**src/rtl/serial_subtractor_pkg.sv**
```systemverilog
// Shared definitions for the bit-serial subtractor: FSM state codes and
// the helper that sizes the bit counter.
package serial_subtractor_pkg;

    typedef logic [1:0] state_t;

    localparam state_t ST_IDLE = 2'd0;
    localparam state_t ST_BUSY = 2'd1;
    localparam state_t ST_DONE = 2'd2;

    // Bits needed for a counter that runs 0 .. width-1.
    function automatic int cnt_width(input int width);
        return (width < 2) ? 1 : $clog2(width);
    endfunction

endpackage

```
**src/rtl/serial_subtractor_if.sv**
```systemverilog
// Operand and result handshake bundle for serial_subtractor.
// The master side supplies operands and consumes results; the slave is the subtractor.
interface serial_subtractor_if #(
    parameter int WIDTH = 3
);
    logic [WIDTH-1:0] in_a;
    logic [WIDTH-1:0] in_b;
    logic             in_valid;
    logic             in_ready;
    logic [WIDTH-1:0] out_diff;
    logic             out_borrow;
    logic             out_valid;
    logic             out_ready;

    modport master (
        output in_a, in_b, in_valid, out_ready,
        input  in_ready, out_diff, out_borrow, out_valid
    );

    modport slave (
        input  in_a, in_b, in_valid, out_ready,
        output in_ready, out_diff, out_borrow, out_valid
    );
endinterface

```
**src/rtl/serial_subtractor_full_subtractor.sv**
```systemverilog
// One-bit full subtractor cell: d = a - b - bin, with borrow out.
module full_subtractor (
    input  logic a,
    input  logic b,
    input  logic bin,
    output logic d,
    output logic bout
);
    // Difference bit and borrow-out of a single column.
    assign d    = a ^ b ^ bin;
    assign bout = (~a & b) | (~(a ^ b) & bin);
endmodule

```
**src/rtl/serial_subtractor.sv**
```systemverilog
// Bit-serial unsigned subtractor. Operands are shifted out LSB first through a
// single full-subtractor cell; the borrow is carried between cycles in a register
// and difference bits are shifted into the result register from the MSB end.
module serial_subtractor
    import serial_subtractor_pkg::*;
#(
    parameter int WIDTH = 3
) (
    input  logic                clk,
    input  logic                rst,
    serial_subtractor_if.slave  bus
);

    localparam int CW = cnt_width(WIDTH);
    localparam logic [CW-1:0] LAST_CNT = CW'(WIDTH - 1);

    state_t           r_state;
    state_t           w_state_next;
    logic [WIDTH-1:0] r_a;
    logic [WIDTH-1:0] r_b;
    logic [WIDTH-1:0] r_res;
    logic             r_borrow;
    logic [CW-1:0]    r_cnt;

    logic             w_d;
    logic             w_bout;
    logic             w_accept;
    logic             w_last;

    assign w_accept = (r_state == ST_IDLE) && bus.in_valid;
    assign w_last   = (r_cnt == LAST_CNT);

    full_subtractor u_cell (
        .a    (r_a[0]),
        .b    (r_b[0]),
        .bin  (r_borrow),
        .d    (w_d),
        .bout (w_bout)
    );

    // State register.
    always_ff @(posedge clk) begin
        if (rst) begin
            r_state <= ST_IDLE;
        end else begin
            r_state <= w_state_next;
        end
    end

    // Next-state logic: accept in IDLE, WIDTH processing cycles in BUSY,
    // hold the result in DONE until the consumer takes it.
    always_comb begin
        w_state_next = r_state;
        case (r_state)
            ST_IDLE: if (bus.in_valid)  w_state_next = ST_BUSY;
            ST_BUSY: if (w_last)        w_state_next = ST_DONE;
            ST_DONE: if (bus.out_ready) w_state_next = ST_IDLE;
            default:                    w_state_next = ST_IDLE;
        endcase
    end

    // Outputs: handshake flags decode the state only; data comes straight from registers.
    always_comb begin
        bus.in_ready   = (r_state == ST_IDLE);
        bus.out_valid  = (r_state == ST_DONE);
        bus.out_diff   = r_res;
        bus.out_borrow = r_borrow;
    end

    // Datapath: load operands on accept, then shift one bit per BUSY cycle.
    // The borrow register doubles as the final borrow once DONE is reached.
    always_ff @(posedge clk) begin
        if (rst) begin
            r_a      <= '0;
            r_b      <= '0;
            r_res    <= '0;
            r_borrow <= 1'b0;
            r_cnt    <= '0;
        end else if (w_accept) begin
            r_a      <= bus.in_a;
            r_b      <= bus.in_b;
            r_borrow <= 1'b0;
            r_cnt    <= '0;
        end else if (r_state == ST_BUSY) begin
            r_a      <= {1'b0, r_a[WIDTH-1:1]};
            r_b      <= {1'b0, r_b[WIDTH-1:1]};
            r_res    <= {w_d, r_res[WIDTH-1:1]};
            r_borrow <= w_bout;
            r_cnt    <= r_cnt + 1'b1;
        end
    end

endmodule

```
**src/flat_wrapper.sv**
```systemverilog
// flat-port wrapper written by rule: the top's interface ports become plain ports
module serial_subtractor_flat import serial_subtractor_pkg::*;
#(
    parameter int WIDTH = 3
)
  (clk, rst, bus_in_a, bus_in_b, bus_in_valid, bus_out_ready, bus_in_ready, bus_out_diff, bus_out_borrow, bus_out_valid);
  serial_subtractor_if #(.WIDTH(WIDTH)) bus_i ();
  input  logic clk;
  input  logic rst;
  input wire logic [$bits(bus_i.in_a)-1:0] bus_in_a;
  input wire logic [$bits(bus_i.in_b)-1:0] bus_in_b;
  input wire logic [$bits(bus_i.in_valid)-1:0] bus_in_valid;
  input wire logic [$bits(bus_i.out_ready)-1:0] bus_out_ready;
  output wire logic [$bits(bus_i.in_ready)-1:0] bus_in_ready;
  output wire logic [$bits(bus_i.out_diff)-1:0] bus_out_diff;
  output wire logic [$bits(bus_i.out_borrow)-1:0] bus_out_borrow;
  output wire logic [$bits(bus_i.out_valid)-1:0] bus_out_valid;
  assign bus_i.in_a = bus_in_a;
  assign bus_i.in_b = bus_in_b;
  assign bus_i.in_valid = bus_in_valid;
  assign bus_i.out_ready = bus_out_ready;
  assign bus_in_ready = bus_i.in_ready;
  assign bus_out_diff = bus_i.out_diff;
  assign bus_out_borrow = bus_i.out_borrow;
  assign bus_out_valid = bus_i.out_valid;
  serial_subtractor #(.WIDTH(WIDTH)) u_core (.clk(clk), .rst(rst), .bus(bus_i));
endmodule
```
**config.mk**
```make
export PLATFORM = sky130hd
export DESIGN_NAME = serial_subtractor_flat
export DESIGN_NICKNAME = d
export VERILOG_FILES = /design/src/rtl/serial_subtractor_pkg.sv /design/src/rtl/serial_subtractor_if.sv /design/src/rtl/serial_subtractor_full_subtractor.sv /design/src/rtl/serial_subtractor.sv /design/src/flat_wrapper.sv
export SDC_FILE = /design/constraint.sdc
export NUM_CORES = 1
export LEC_CHECK = 0
export ABC_AREA = 1
export BUFFER_PORTS_ARGS = -buffer_cell sky130_fd_sc_hd__buf_2
export CAP_MARGIN = 40
export CORE_MARGIN = 1.5
export CORE_UTILIZATION = 46
export DETAILED_ROUTE_END_ITERATION = 10
export PLACE_DENSITY = 0.67
export SLEW_MARGIN = 10
export SYNTH_ARGS = -nofsm -noshare
export SYNTH_HDL_FRONTEND = slang
export SYNTH_SLANG_ARGS = --single-unit
```
**constraint.sdc**
```tcl
create_clock -name clk -period 1.5 [get_ports clk]
set_input_delay 0.15 -clock clk [delete_from_list [all_inputs] [get_ports clk]]
set_output_delay 0.15 -clock clk [all_outputs]
set_load 0.1 [all_outputs]
```
Word level (Yosys, flattened, before mapping)
Index checks and enable logic that the tools add are counted.
{ "classes": {"add_sub_neg": 1, "n_eq_ne": 6, "mux": 8, "bitwise": 8, "n_reduce_logical": 6} }
{ "op_table": {"columns": ["cell", "count"], "rows": [
  ["3-bit two-way mux", 4],
  ["2-bit two-way mux", 3],
  ["2-bit case mux with 3 select lines", 1],
  ["2-bit equality test (second input constant)", 2],
  ["2-bit != test (second input constant)", 2],
  ["1-bit NOT", 3],
  ["3-bit AND reduction", 1],
  ["2-bit by 1-bit adder with 2-bit output (second input constant)", 1],
  ["1-bit AND", 2],
  ["2-bit by 1-bit equality test with 1-bit output (second input constant)", 1],
  ["2-bit zero test", 1],
  ["2-bit by 1-bit != test with 1-bit output (second input constant)", 1],
  ["2-bit AND reduction", 1],
  ["2-bit nonzero test", 1],
  ["2-bit OR reduction", 1],
  ["1-bit XOR", 2],
  ["1-bit logical AND", 1],
  ["1-bit bitwise OR", 1]
]} }
{ "word_totals": {"reg_bits": 14, "inputBits": 10, "out_inout_bits": 6, "word_cells": 35} }

Depth between registers and ports, before layout
{ "logic_depth": {"depth_word": 4, "ltp_mapped": 6, "depth_no_buf": 6} }

Hierarchy
From an unflattened synthesis, not the netlist that was laid out.
{ "unflattened": {"cells_unflattened": 91, "area_unflattened_um2": 645.6} }
{ "modules_own_cells": {"columns": ["mod", "instances", "cells_each", "area_per_inst_um2", "seq_area_each_um2"], "rows": [
  ["serial_subtractor", 1, 87, 614.3, 280.3],
  ["full_subtractor", 1, 4, 31.3, 0.0]
]} }

Worst setup path before layout
No wires, ideal clock.
{ "synth_path": {"kind": "register to register", "start": "register u_core.r_state[1]", "end": "register u_core.r_state[1]", "setup_time_ns": 0.072, "arrival_ns": 2.091, "required_time_ns": 1.428, "path_slack_ns": -0.663, "path_stages_with_launch": 5, "path_buffers": 0, "period_less_slack_ns": 2.163, "cell_sequence": "dfxtp_1 inv_2 nor2_1 nand2_1 a21oi_1"} }
{ "synth_via": {"elab_chain_len": 3, "elab_cells_between_ends": 8, "cone_classes": "5 x eq/ne; 1 x mux; 2 x reduce/logical"} }
{ "synth_rtl": {"columns": ["element", "line", "source"], "rows": [
  ["start: declaration", "serial_subtractor.sv:17", "state_t r_state;"],
  ["start signal: assignment", "serial_subtractor.sv:46", "r_state <= w_state_next;"],
  ["2-bit equality test *", null, null],
  ["named net bus_out_valid", "flat_wrapper.sv:17", "output wire logic [$bits(bus_i.out_valid)-1:0] bus_out_valid;"],
  ["2-bit != test (no line)", null, null],
  ["3-bit AND reduction (no line)", null, null]
]} }
Mark *: on every way through the listed nets, which the timed path passes. The rest lies on a longest branch.
A chain may end at the register's enable or synchronous reset.

Worst setup path in the final report
{ "layout_path": {"start": "register u_core.r_state[1]", "end": "output bus_out_valid"} }
{ "layout_via": {"elab_chain_len": 1} }
{ "layout_rtl": {"columns": ["element", "line", "source"], "rows": [
  ["2-bit equality test", "serial_subtractor.sv:65", "bus.out_valid = (r_state == ST_DONE);"],
  ["end: declaration", "flat_wrapper.sv:17", null]
]} }
Every way passes these cells.

==> flow_metrics.tcl <==
set metrics [dict create \
    insertion_delay_ns 0.28 \
    yosys.cell_types.count 17 \
    final_cells 123 \
    path_class "reg2out" \
    ys_top_cells_by_count "nand2_1, dfxtp_1, inv_1" \
    cts_hold_buf 0 \
    irDropWorstVdd_v 0.000530 \
    fin_crit_ns 1.37 \
    postCtsSetupRepairBufs 0 \
    grt.overflow.total 0 \
    synth_nets 102 \
    diodes 0 \
    maxSlewViolCount 0 \
    critPathSlowestCell "dfxtp_1" \
    hpwl_um 1030 \
    row_count 13 \
    finalWorstSetupSlack_ns 0.130 \
    grtUsageTotal 0.202 \
    synth_edf_count 0 \
    min_period_over_period 0.913 \
    regArea_um2 282 \
    synth_cells 90 \
    cp-start-kind "flop" \
    rsz0062_at_grt "false" \
    final_core_util 0.626 \
    yosysSeqAreaShare 0.422 \
    routabilityCongestion 0.679 \
    clock_tree.root_cell "clkbuf_4" \
    nFillCells 123 \
    max_freq_ghz 0.730 \
    synthToLayoutAreaGrowth_pct 24.1 \
    ys_ff_latch 14 \
    synth.avg_cell_area_um2 7.38 \
    finalSetupViolations 0 \
    p_leak_nw 0.397 \
    yosys.area.top_type_share 0.422 \
    cellPowerDensity_nw_per_um2 1010 \
    drc 0 \
    fin_skew_ns 0.00547 \
    slew_headroom 0.680 \
    synth-main-ff-cell "dfxtp_1" \
    tritoncts "done" \
    drtPass1Iterations 4 \
    critPathRequiredTime_ns 1.35 \
    clkSinkCount 14 \
    grt_pass1_wl_um 2150 \
    seqPwrFrac 0.490 \
    vias_per_cell 4.85 \
    vias 597 \
    dp.cells 119 \
    die_x_um 41.0 \
    status "completed" \
    synthTopCellsByArea "dfxtp_1, nand2_1, a21oi_1, inv_1, nor2_4" \
    die_area_um2 1680 \
    wl_per_cell_um 10.6 \
    hold_viol 0 \
    layout-drive-gt1-share 0.287 \
    ctsResizeCount 0 \
    start_util 0.504 \
    yosysMostFrequentCell "nand2_1" \
    multi_input_area_um2 334 \
    die_y_um 41.0 \
    yosys_warnings 0 \
    cpPeakStageDelay_ns 0.46 \
    htree_levels 1 \
    syn-cell-area_um2 664 \
    clock_path_buffers 2 \
    antenna_found_initial 0 \
    final_nets 121 \
    cap_viol_max_count 0 \
    path_cells "inv_2 > nor2_2 > buf_12" \
    numCtsBuffers 3 \
    pre_cts_slack_ns 0.360 \
    tightestPinTransition_ns 0.483 \
    cp_max_fo 5 \
    pin_count 16 \
    clkPwrFrac 0.321 \
    ant_nets 0 \
    drt_wl_total_um 1310 \
    core_um2 1320 \
    io_buffer_count 15 \
    p_int_mw 0.591 \
    drt_iter0_drc 9 \
    switchingPower_mw 0.240 \
    first_global_vias 526 \
    synth_area_leader_cell "dfxtp_1" \
    cp-end-kind "primary output" \
    comb_power_share 0.189 \
    grt_max_degree 13 \
    hp-class "in2reg" \
    swShare 0.289 \
    synthArstFlopShare 0 \
    clk_pin_slew_worst_paths_ns 0.08 \
    worstPathArrival_ns 1.22 \
]
## power groups by stage
| stage | combinational [mW] | clock [mW] | sequential [mW] |
|---|---|---|---|
| 6_report | 0.157 | 0.267 | 0.407 |
| 5_1_grt | 0.172 | 0.292 | 0.410 |
| 3_5_place_dp | 0.157 | 0 | 0.416 |
| 2_1_floorplan | 0.0929 | 0 | 0.431 |
| 3_3_place_gp | 0.153 | 0 | 0.415 |
| 4_1_cts | 0.158 | 0.274 | 0.407 |
## layout by cell type, fill, tap and decap left out, drive strengths merged
| master | synthesis | routed |
|---|---|---|
| fa | 1 | 1 |
| a21oi | 9 | 9 |
| nand3 | 6 | 6 |
| clkbuf | 1 | 4 |
| nand2 | 30 | 30 |
| nor2 | 10 | 10 |
| dfxtp | 14 | 14 |
| o21ai | 3 | 3 |
| inv | 13 | 13 |
| o21a | 1 | 1 |
| buf | 0 | 15 |
| ha | 1 | 1 |
| or2 | 1 | 1 |
## logic make-up after synthesis
kind of cell,after synthesis,synth area share
simple gates,47,0.337
buf+inv,14,0.0791
flops,14,0.422
compound gates,13,0.113
fa+ha+maj,2,0.0490
## worst max-delay path: cells and delay by family, from the launching register on
family / cells / cell delay [ns]
and+or+nand+nor: 1 / 0.16
buffers and inverters: 2 / 0.31
DFF: 1 / 0.46
## final timing paths
check,depth (start not counted),slack (ns),from,end
max,3,0.13,u_core.r_state[1],bus_out_valid
min,3,0.12,bus_in_b[2],u_core.r_b[2]
max reg2reg,4,0.33,u_core.r_b[0],u_core.bus.out_diff[2]
min reg2reg,2,0.47,u_core.bus.out_diff[0],u_core.bus.out_diff[0]
## cell type report
| class | instances | area share |
|---|---|---|
| multi-input cells | 62 | 0.405 |
| flip-flops and latches | 14 | 0.341 |
| repair buffers | 15 | 0.127 |
| inverters | 13 | 0.0592 |
| clock buffers | 4 | 0.0440 |
| well taps | 15 | 0.0228 |
## metrics by stage
step           power (mW)  setup TNS, ns  instance area (um2)  hold WS, ns
3_5_place_dp        0.573              0                  788        0.409
4_1_cts             0.839              0                  825        0.110
5_1_grt             0.874              0                  825        0.124
3_3_place_gp        0.568              0                  788        0.406
2_1_floorplan       0.524         -0.167                  668        0.219
6_report            0.831              0                  825        0.116
## metal layers
layer,GRT usage,part of all wire,vias to the layer above
met5,0,0,-
met1,0.239,0.46,257
met4,0.100,0.021,0
li1,-,-,317
met3,0.0326,0.050,5
met2,0.348,0.47,18
## state kept, by name, indices dropped and copies added (netlist names)
name	flops
u_core.r_b	3
u_core.r_a	3
u_core.r_state	2
u_core.bus.out_diff	3
u_core.bus.out_borrow	1
u_core.r_cnt	2
(Power assumes the default switching activity.)
